==> src/rtl/serial_tx_arbiter_if.sv <==
// rtl/serial_tx_arbiter_if.sv - requester and UART handshake bundle for serial_tx_arbiter
interface serial_tx_arbiter_if #(
  parameter int NREQ = 3
);
  logic [NREQ-1:0]   req;
  logic [NREQ-1:0]   valid;
  logic [8*NREQ-1:0] data;
  logic [NREQ-1:0]   last;
  logic [NREQ-1:0]   ack;
  logic [NREQ-1:0]   grant;
  logic [NREQ-1:0]   abort;
  logic              txBusy;
  logic              txStart;
  logic [7:0]        txData;
  logic              busy;

  modport master (
    output req, valid, data, last, txBusy,
    input  ack, grant, abort, txStart, txData, busy
  );

  modport slave (
    input  req, valid, data, last, txBusy,
    output ack, grant, abort, txStart, txData, busy
  );
endinterface

==> src/rtl/serial_tx_arbiter.sv <==
// rtl/serial_tx_arbiter.sv - round-robin packet arbiter feeding one UART transmitter
// Holds a requester for a whole packet; releases on last byte, req drop or stall timeout.
module serial_tx_arbiter #(
  parameter int NREQ    = 3,
  parameter int TIMEOUT = 4096
) (
  input logic                clk,
  input logic                rst,
  serial_tx_arbiter_if.slave bus
);
  localparam int IW = (NREQ > 1) ? $clog2(NREQ) : 1;
  localparam int SW = (TIMEOUT > 1) ? $clog2(TIMEOUT) : 1;

  typedef enum logic [1:0] {IDLE, SEND, STROBE, SETTLE} state_t;

  state_t        state;
  logic [IW-1:0] ptr;
  logic [IW-1:0] g;
  logic [IW-1:0] g_next;
  logic [SW-1:0] stall;
  logic          last_q;
  logic          pick_valid;
  logic [IW-1:0] pick_idx;
  logic [IW-1:0] jj;
  int            j;

  // Scan downwards in offset so the smallest offset from ptr wins.
  always_comb begin
    pick_valid = 1'b0;
    pick_idx   = '0;
    j          = 0;
    jj         = '0;
    for (int k = NREQ - 1; k >= 0; k--) begin
      j = int'(ptr) + k;
      if (j >= NREQ) j = j - NREQ;
      jj = IW'(j);
      if (bus.req[jj]) begin
        pick_valid = 1'b1;
        pick_idx   = jj;
      end
    end
  end

  assign g_next = (g == IW'(NREQ - 1)) ? '0 : g + 1'b1;

  always_ff @(posedge clk or posedge rst) begin
    if (rst) begin
      state       <= IDLE;
      ptr         <= '0;
      g           <= '0;
      stall       <= '0;
      last_q      <= 1'b0;
      bus.grant   <= '0;
      bus.ack     <= '0;
      bus.abort   <= '0;
      bus.txStart <= 1'b0;
      bus.txData  <= 8'h00;
      bus.busy    <= 1'b0;
    end else begin
      bus.ack     <= '0;
      bus.abort   <= '0;
      bus.txStart <= 1'b0;
      case (state)
        IDLE: begin
          bus.grant <= '0;
          bus.busy  <= 1'b0;
          if (pick_valid) begin
            g         <= pick_idx;
            bus.grant <= NREQ'(1) << pick_idx;
            bus.busy  <= 1'b1;
            stall     <= '0;
            state     <= SEND;
          end
        end
        SEND: begin
          if (bus.valid[g] && !bus.txBusy) begin
            bus.txData  <= bus.data[8*g +: 8];
            bus.txStart <= 1'b1;
            bus.ack     <= NREQ'(1) << g;
            last_q      <= bus.last[g];
            stall       <= '0;
            state       <= STROBE;
          end else if (!bus.valid[g]) begin
            // A dropped request is a clean release; only a stalled live request aborts.
            if (!bus.req[g] || stall == SW'(TIMEOUT - 1)) begin
              if (bus.req[g]) bus.abort <= NREQ'(1) << g;
              bus.grant <= '0;
              bus.busy  <= 1'b0;
              ptr       <= g_next;
              state     <= IDLE;
            end else begin
              stall <= stall + 1'b1;
            end
          end
        end
        STROBE: state <= SETTLE;
        SETTLE: begin
          if (last_q) begin
            bus.grant <= '0;
            bus.busy  <= 1'b0;
            ptr       <= g_next;
            state     <= IDLE;
          end else begin
            state <= SEND;
          end
        end
        default: state <= IDLE;
      endcase
    end
  end
endmodule

==> src/flat_wrapper.sv <==
// flat-port wrapper written by rule: the top's interface ports become plain ports
module serial_tx_arbiter_flat 
#(
  parameter int NREQ    = 3,
  parameter int TIMEOUT = 4096
)
  (clk, rst, bus_req, bus_valid, bus_data, bus_last, bus_txBusy, bus_ack, bus_grant, bus_abort, bus_txStart, bus_txData, bus_busy);
  serial_tx_arbiter_if #(.NREQ(NREQ)) bus_i ();
  input logic clk;
  input logic rst;
  input wire logic [$bits(bus_i.req)-1:0] bus_req;
  input wire logic [$bits(bus_i.valid)-1:0] bus_valid;
  input wire logic [$bits(bus_i.data)-1:0] bus_data;
  input wire logic [$bits(bus_i.last)-1:0] bus_last;
  input wire logic [$bits(bus_i.txBusy)-1:0] bus_txBusy;
  output wire logic [$bits(bus_i.ack)-1:0] bus_ack;
  output wire logic [$bits(bus_i.grant)-1:0] bus_grant;
  output wire logic [$bits(bus_i.abort)-1:0] bus_abort;
  output wire logic [$bits(bus_i.txStart)-1:0] bus_txStart;
  output wire logic [$bits(bus_i.txData)-1:0] bus_txData;
  output wire logic [$bits(bus_i.busy)-1:0] bus_busy;
  assign bus_i.req = bus_req;
  assign bus_i.valid = bus_valid;
  assign bus_i.data = bus_data;
  assign bus_i.last = bus_last;
  assign bus_i.txBusy = bus_txBusy;
  assign bus_ack = bus_i.ack;
  assign bus_grant = bus_i.grant;
  assign bus_abort = bus_i.abort;
  assign bus_txStart = bus_i.txStart;
  assign bus_txData = bus_i.txData;
  assign bus_busy = bus_i.busy;
  serial_tx_arbiter #(.NREQ(NREQ), .TIMEOUT(TIMEOUT)) u_core (.clk(clk), .rst(rst), .bus(bus_i));
endmodule
==> config.mk <==
export PLATFORM = sky130hd
export DESIGN_NAME = serial_tx_arbiter_flat
export DESIGN_NICKNAME = d
export VERILOG_FILES = /design/src/rtl/serial_tx_arbiter_if.sv /design/src/rtl/serial_tx_arbiter.sv /design/src/flat_wrapper.sv
export SDC_FILE = /design/constraint.sdc
export NUM_CORES = 1
export LEC_CHECK = 0
export ABC_AREA = 1
export BUFFER_PORTS_ARGS = -buffer_cell sky130_fd_sc_hd__buf_4
export CORE_MARGIN = 2
export CORE_UTILIZATION = 40
export CTS_CLUSTER_SIZE = 10
export DETAILED_ROUTE_END_ITERATION = 8
export PLACE_DENSITY = 0.6
export SYNTH_ARGS = -nofsm -noshare
export SYNTH_HDL_FRONTEND = slang
export SYNTH_SLANG_ARGS = --single-unit
==> constraint.sdc <==
create_clock -name clk -period 2 [get_ports clk]
set_input_delay 0 -clock clk [delete_from_list [all_inputs] [get_ports clk]]
set_output_delay 0 -clock clk [all_outputs]
set_load 0.005 [all_outputs]
# After elaboration in Yosys (flattened, before gate mapping)
# Index checks and enable logic that the tools add are counted.
[op_classes]
n_bitwise = 0
n_addsub = 7
n_mux = 59
n_lt_le_gt_ge = 7
n_div = 0
shift = 3
eq_ne = 13
n_mul = 0
n_reduce_logical = 14
[ops]
columns = ["op", "count"]
rows = [
  ["12-bit two-way mux", 4],
  ["3-bit two-way mux", 12],
  ["2-bit two-way mux", 15],
  ["12-bit case mux with 2 select lines", 1],
  ["24-bit by 6-bit indexed part select with 8-bit output", 1],
  ["1-bit two-way mux", 17],
  ["12-bit by 1-bit adder with 12-bit output (second input constant)", 1],
  ["1-bit binary-select mux with 2-bit select", 6],
  ["12-bit == test (second input constant)", 1],
  ["2-bit by 3-bit less-than comparator with 1-bit output (second input constant)", 4],
  ["5-bit AND reduction", 2],
  ["3-bit case mux with 3 select lines", 1],
  ["2-bit case mux with 4 select lines", 1],
  ["2-bit == test (second input constant)", 3],
  ["3-bit by 2-bit greater-or-equal comparator with 1-bit output (second input constant)", 2],
  ["2-bit by 1-bit inequality test with 1-bit output (second input constant)", 3],
  ["1-bit by 2-bit << shifter with 3-bit output (first input constant)", 2],
  ["2-bit inequality test (second input constant)", 2],
  ["2-bit case mux with 2 select lines", 1],
  ["2-bit AND reduction", 2],
  ["4-bit AND reduction", 1],
  ["2-bit nonzero test", 2],
  ["2-bit by 1-bit subtractor with 2-bit output (second input constant)", 2],
  ["2-bit by 1-bit adder with 3-bit output (second input constant)", 1],
  ["other kinds (15)", 16],
]
[totals]
latch_bits = 0
word_cells = 114
romBits = 0
ff_bits = 38
output_inout_bits = 19
ramBits = 0
in_bits = 36
n_memories = 0

# Depth between registers and ports, before layout
# Gate-level depths: netlist of run 1.
[logic_depth]
ltp_word = 11
depth_mapped = 12
depth_no_buf = 12

# Worst setup path before layout of run 1
# OpenSTA, ideal clock, no wires.
[synth_path]
path_kind = "register to register"
startpoint = "register u_core.ptr[0]"
endpoint = "register u_core.stall[4]"
period_less_slack_ns = 1.747
n_path_buf = 1
setup_time_ns = 0.065
arrival_ns = 1.682
t_required_ns = 1.935
slack_ns = 0.253
stages_incl_launch_ff = 12
cell_sequence = "dfrtp_1 -> inv_1 -> ha_1 -> inv_2 -> nand2_1 -> nand2_1 -> a21oi_1 -> nand4_1 -> nand2_1 -> buf_2 -> o21ai_1 -> nand2_1"
[synth_via]
elab_chain_cells = 10
elab_cells_between_ends = 22
classes_between = "5 x add/sub; 3 x order compare; 1 x eq/ne; 12 x mux; 1 x reduce/logical"
[synth_lines]
columns = ["item", "line", "source"]
rows = [
  ["from (decl)", "serial_tx_arbiter.sv:17", "logic [IW-1:0] ptr;"],
  ["from (signal assigned)", "serial_tx_arbiter.sv:89", "ptr <= g_next;"],
  ["from (signal assigned)", "serial_tx_arbiter.sv:101", "ptr <= g_next;"],
  ["2-bit by 2-bit adder with 3-bit output", "serial_tx_arbiter.sv:34", "j = int'(ptr) + k;"],
  ["3-bit by 2-bit greater-or-equal comparator with 1-bit output or 2-bit by 1-bit subtractor with 2-bit output (tied branches)", "serial_tx_arbiter.sv:35", "if (j >= NREQ) j = j - NREQ;"],
  ["2-bit two-way mux", "serial_tx_arbiter.sv:35", ""],
  ["1-bit binary-select mux with 2-bit select", "serial_tx_arbiter.sv:37", "if (bus.req[jj]) begin"],
  ["1-bit two-way mux (implied by the code)", "serial_tx_arbiter.sv:37", ""],
  ["1-bit two-way mux (2 in series)", "serial_tx_arbiter.sv:37", ""],
  ["1-bit two-way mux (*)", "serial_tx_arbiter.sv:37", ""],
  ["2-bit by 1-bit inequality test with 1-bit output (no line) (*)", "--", ""],
  ["4-bit AND reduction (no line) (*)", "--", ""],
  ["to (signal assigned)", "serial_tx_arbiter.sv:92", "stall <= stall + 1'b1;"],
  ["to (decl)", "serial_tx_arbiter.sv:20", "logic [SW-1:0] stall;"],
]
# Every way passes the cells marked *; elsewhere a longest branch is shown, timed or not. The select of a mux whose other input is x is not followed.
# A chain may end at the register's enable or synchronous reset.

# Worst setup path in the final report of run 1
[layout_path]
startpoint = "register u_core.ptr[0]"
endpoint = "register u_core.stall[3]"
# Same word-level chain as after synthesis.

==> results of run 1 <==
## worst max-delay path by stage
stage	from	end	slack, ns	cells past startpoint
floorplan	u_core.ptr[0]	u_core.stall[4]	0.25	11
global placement	u_core.g[1]	u_core.stall[3]	0.19	8
detailed placement	u_core.ptr[0]	u_core.stall[7]	0.1	11
CTS	u_core.ptr[0]	u_core.stall[7]	0.09	11
global route	u_core.ptr[0]	u_core.stall[5]	-0.01	12
finish	u_core.ptr[0]	u_core.stall[3]	0.16	12
## power by group
| group | leakage (nW) | switching (mW) | internal (mW) |
|---|---|---|---|
| Sequential | 0.499 | 0.163 | 0.986 |
| Combinational | 0.958 | 1.29 | 0.872 |
| Clock | 0.0579 | 0.274 | 0.367 |
| Total | 1.51 | 1.73 | 2.23 |
## cell type report
cell class	count	share of cell area, %
Multi-Input combinational cell	226	39.2
Clock inverter	3	1.35
Timing Repair Buffer	69	17.9
Inverter	32	4.06
Clock buffer	5	2.33
Tap cell	72	3.04
Sequential cell	38	32.1
## cells in the final DEF (no fill, tap or decap), drive strengths merged
cell           n
buf           64
nor3           3
clkinv         3
ha             4
o21a           5
a21oi         11
nor3b          3
dfrtp         38
dlygate4sd3    5
a221oi         2
nor2          28
inv           31
o21bai         2
o211ai         1
nand2        100
clkbuf         5
a31oi          1
nand4          8
o21ai         25
nor4           3
xor2           2
bufinv         1
nand3         28
## what timing repair did
action | 4_1_cts | 5_1_grt
hold endpoints to repair | 42 | 0
hold buffers | 5 | 0
setup buffers | 0 | 2
endpoints found under the setup margin | 0 | 16
resized for setup | 0 | 6
## registers in the layout, indices dropped and copies added (netlist names), 2 cells and up, named ones only
signal,count
u_core.bus.abort,3
u_core.bus.ack,3
u_core.bus.grant,3
u_core.bus.txData,8
u_core.g,2
u_core.ptr,2
u_core.stall,12
## critical path: cells and delay by family (launching register included)
kind	cells	cell delay, ns
DFF	1	0.37
adders and majority gates	1	0.30
AOI/OAI and AO/OA	1	0.18
and+or+nand+nor	7	0.59
buffers and inverters	3	0.28
## logic make-up after synthesis
kind of cell	count (synthesis)	share of synthesized area, %
fa+ha+maj	4	2.21
xor+xnor	2	0.775
buf+inv	39	7.97
flops	38	42.1
compound gates	47	11.7
simple gates	173	35.3
## metal layers
| metal | up-vias | global-route usage [%] | share of wire [%] |
|---|---|---|---|
| met2 | 54 | 29.8 | 43 |
| met3 | 8 | 3.98 | 4.4 |
| met4 | 0 | 7.24 | 1.9 |
| li1 | 1128 | - | - |
| met1 | 964 | 26.2 | 50 |
| met5 | - | 0 | 0 |
## metrics by stage
step,hold WS [ns],cells
after floorplan,0.0711,303
after global placement,0.159,430
after detailed placement,0.157,430
after CTS,0.00384,443
after global routing,0.0363,445
final,0.00454,445
==> results.yml, run 1 <==
floorplanning:
  fp.dieH_um: 79.2
  start_util_pct: 41.3
  core_um2: 5470
  fp.dieW_um: 79.2
  rows: 27
  ioPinCount: 55
  dieArea_um2: 6270
worst_setup_path:
  reg2reg_to: "u_core.stall[3]"
  reg2reg_from: "u_core.ptr[0]"
  crit_slowest_cell: "dfrtp_1"
  critPathLaunchType: "register"
  r2r_cells: 12
  cp_slowest_stage_delay_ns: 0.37
  path_common_cell: "nand2_1"
  cp.required_ns: 2.18
  path_cells: "inv_1 -> ha_4 -> inv_2 -> nand2_1 -> nand2_1 -> a21oi_2 -> nand4_1 -> nand2_2 -> nor2_4 -> buf_4 -> nand2_1 -> nand2_1"
  path_class: "reg2reg"
  cp.arrival_ns: 2.03
  rrSetupSlack_ns: 0.16
  end_kind: "register"
  crit_fanout: 7
sta:
  final-setup-viol-count: 0
  fmax_ghz: 0.542
  maxSlewViolCount: 0
  fin_crit_sh_pct: 92.2
  tns_ns: 0
  finalHoldViolations: 0
  worst_clock_skew_ns: 0.00617
  max-slew-margin-rel_pct: 68.1
  min_period_ns: 1.84
  setup_slack_ns: 0.156
  tightest_slew_ns: 0.478
logic_synthesis:
  synth.yosys.warnings: 0
  synth_area_leader_cell: "dfrtp_1"
  ys_seq_elements: 38
  syn_area_um2: 2260
  ys_seq_area_share_pct: 42.1
  synth-edff-count: 0
  async_reset_ff_share_pct: 100
  syn_avg_cell_area_um2: 7.46
  synth.most_common_cell: "nand2_1"
  synth_top_area_share_pct: 42.1
  netlist_top_cells_count: "nand2_1 (97), dfrtp_1 (38), inv_1 (26)"
  ys_types: 30
  synth_area_leaders: "dfrtp_1 (42%), nand2_1 (16%), nand3_1 (5.3%), inv_1 (4.3%), nor2_1 (4.0%)"
  synth_nets: 343
  ys.flop_type: "dfrtp_1"
  synth_cells: 303
placement:
  portBuffers: 54
  pre_cts_slack_ns: 0.0979
  placed_area_um2: 2760
  hpwl_mm: 4.11
  place_congestion: 0.867
finish:
  final_util_pct: 54.1
  nFillCells: 558
  multi_input_area_um2: 1160
  design_area_um2: 2960
  layout-drive-gt1-share_pct: 24.9
  ff_latch_area_um2: 951
  nets: 412
  area_growth_pct: 30.9
  antenna_cells: 0
global_route:
  track_usage_pct: 19.1
  grt_max_degree: 39
  grt_overflow_total: 0
  antenna_found_initial: 0
  grt_pass1_vias: 2151
  grt_pass1_wl_mm: 9.58
hold_path:
  holdPathStages: 3
  worstHoldStart: "bus_data[20]"
  min_to: "u_core.bus.txData[4]"
  hold_class: "in2reg"
drt:
  ant_nets: 0
  drt-wirelength-per-cell_um: 12.3
  num_vias: 2154
  drt_iter0_drc: 114
  viasPerCell: 4.84
  drcViolationCount: 0
  first_pass_iters: 4
  finalWirelength_mm: 5.48
power:
  design_power_total_mw: 3.95
  p_leak_nw: 1.51
  power_density_nw_per_um2: 1340
  max-vdd-ir-drop_mv: 0.623
clocking:
  clock-sinks: 38
  worstSkewPairLatency_ns: 0.30
  htreeDepth: 2
  cts_root_buffer: "clkbuf_8"
  clkTransAtPathRegs_ns: 0.07
  cts_buffer_depth: 2
  tritoncts: "yes"
  cts_made_buffers: 5
flow_run:
  max-cap-violations: 0
outcome:
  status: "finished, final reports clean"
No activity file was read; power rests on OpenSTA's default activity.
==> inputs of run 2 (changes only) <==
--- a/config.mk
+++ b/config.mk
@@ -12,6 +12,7 @@
 export CTS_CLUSTER_SIZE = 10
 export DETAILED_ROUTE_END_ITERATION = 8
 export PLACE_DENSITY = 0.6
+export REMOVE_ABC_BUFFERS = 1
 export SYNTH_ARGS = -nofsm -noshare
 export SYNTH_HDL_FRONTEND = slang
 export SYNTH_SLANG_ARGS = --single-unit
==> results.yml, run 2 (synthesis gave the netlist of run 1 again) <==
power:
  power_density_nw_per_um2: 1310
  p_leak_nw: 1.52
  design_power_total_mw: 3.90
  max-vdd-ir-drop_mv: 0.838
sta:
  final-setup-viol-count: 0
  worst_clock_skew_ns: 0.00415
  min_period_ns: 1.81
  max-slew-margin-rel_pct: 66.8
  finalHoldViolations: 0
  tightest_slew_ns: 0.498
  maxSlewViolCount: 0
  rsz0062_at_grt: "false"
  fmax_ghz: 0.554
  tns_ns: 0
  fin_crit_sh_pct: 90.3
drt:
  drcViolationCount: 0
  ant_nets: 0
  met3_length_um: 219
  viasPerCell: 4.93
  wl_met2_mm: 2.53
  finalWirelength_mm: 5.60
  top_layer: "met4"
  num_vias: 2205
  first_pass_iters: 4
  met1_length_mm: 2.78
  drt_iter0_drc: 144
  drt-wirelength-per-cell_um: 12.5
floorplanning:
  dieArea_um2: 6270
  ioPinCount: 55
  core_um2: 5470
  rows: 27
  fp.dieW_um: 79.2
  fp.dieH_um: 79.2
  start_util_pct: 41.3
hold_path:
  hold_class: "in2reg"
finish:
  ff_latch_area_um2: 953
  area_growth_pct: 31.2
  nFillCells: 546
  layout-drive-gt1-share_pct: 25.1
  layout_common_cells: "nand2_1 (96), buf_4 (64), dfrtp_1 (36)"
  top_regs: "u_core.stall x12, u_core.bus.txData x8"
  largest_reg_flops: 12
  final_util_pct: 54.2
  antenna_cells: 0
  nets: 414
  final_common_cell: "nand2_1"
  multi_input_area_um2: 1150
  largest-register: "u_core.stall"
clocking:
  htreeDepth: 2
  clkTransAtPathRegs_ns: 0.07
  clock-sinks: 38
  tritoncts: "yes"
  cts_buffer_depth: 2
  cts_made_buffers: 5
  cts_root_buffer: "clkbuf_8"
  worstSkewPairLatency_ns: 0.29
outcome:
  status: "finished, final reports clean"
global_route:
  grt_overflow_total: 0
  grt_max_degree: 39
  grt_pass1_vias: 2133
  antenna_found_initial: 0
  track_usage_pct: 19.5
  grt_pass1_wl_mm: 9.67
worst_setup_path:
  cp.required_ns: 2.17
  critPathLaunchType: "register"
  crit_fanout: 12
  end_kind: "register"
  cp.arrival_ns: 1.98
  path_class: "reg2reg"
flow_run:
  max-cap-violations: 0
placement:
  place_congestion: 0.916
  hpwl_mm: 4.22
  portBuffers: 54
[run 2: cell types whose count changed in the layout (fill, tap and decap cells not counted), sizes merged]
cell,before,now
clkbuf,5,7
buf,64,65
bufinv,1,0
clkinv,3,2
dlygate4sd3,5,6
[run 2: worst max-delay path: stages (launching register included)]
cell and delay, ns:
dfrtp_1 0.37, inv_1 0.10, ha_4 0.30, inv_2 0.04, nand2_1 0.07, nand2_1 0.08, a21oi_2 0.17, nand4_1 0.14
nand2_2 0.13, nor2_4 0.05, buf_12 0.14, nand2_1 0.06, nand2_1 0.05
[run 2: metal layers]
metal,GRT usage (%),vias up
li1,-,1140
met1,27.2,1017
met5,0,-
met2,31.2,41
met4,6.21,0
met3,2.73,7
[run 2: timing repair]
action | 4_1_cts | 5_1_grt
gates resized for setup | 0 | 6
buffers inserted | 0 | 1
endpoints found under the hold margin | 43 | 0
setup endpoints to repair | 0 | 17
hold buffers | 6 | 0
[run 2: final timing paths]
check	from	cells past startpoint	slack, ns	endpoint
worst max-delay path	u_core.ptr[0]	12	0.19	u_core.stall[11]
worst min-delay path	bus_last[0]	3	0.003	u_core.last_q
worst max register to register	u_core.ptr[0]	12	0.19	u_core.stall[11]
worst min register to register	u_core.state[0]	1	0.48	register
max in group asynchronous	rst	4	1.24	u_core.g[1]
min in group asynchronous	rst	4	0.39	u_core.stall[6]
[run 2: cell type report]
class / count / share of cell area (%)
Clock inverter: 1 / 0.169
Tap cell: 72 / 3.04
Timing Repair Buffer: 71 / 18.9
Inverter: 32 / 4.05
Multi-Input combinational cell: 226 / 38.8
Sequential cell: 38 / 32.1
Clock buffer: 7 / 2.91
[run 2: stage by stage]
| stage | instance area (µm²) | hold WS [ns] | worst slack (ns) | cells |
|---|---|---|---|---|
| 2_1_floorplan | 2200 | 0.0711 | 0.151 | 296 |
| 3_3_place_gp | 2770 | 0.159 | 0.125 | 432 |
| 3_5_place_dp | 2770 | 0.160 | 0.118 | 432 |
| 4_1_cts | 2920 | 0.00129 | 0.0895 | 446 |
| 5_1_grt | 2970 | 0.0152 | 0.00520 | 447 |
| 6_report | 2970 | 0.00259 | 0.194 | 447 |
[run 2: power breakdown]
part	total (mW)	switching, mW	internal [mW]
Combinational	2.21	1.30	0.906
Clock	0.539	0.261	0.278
Sequential	1.15	0.164	0.989
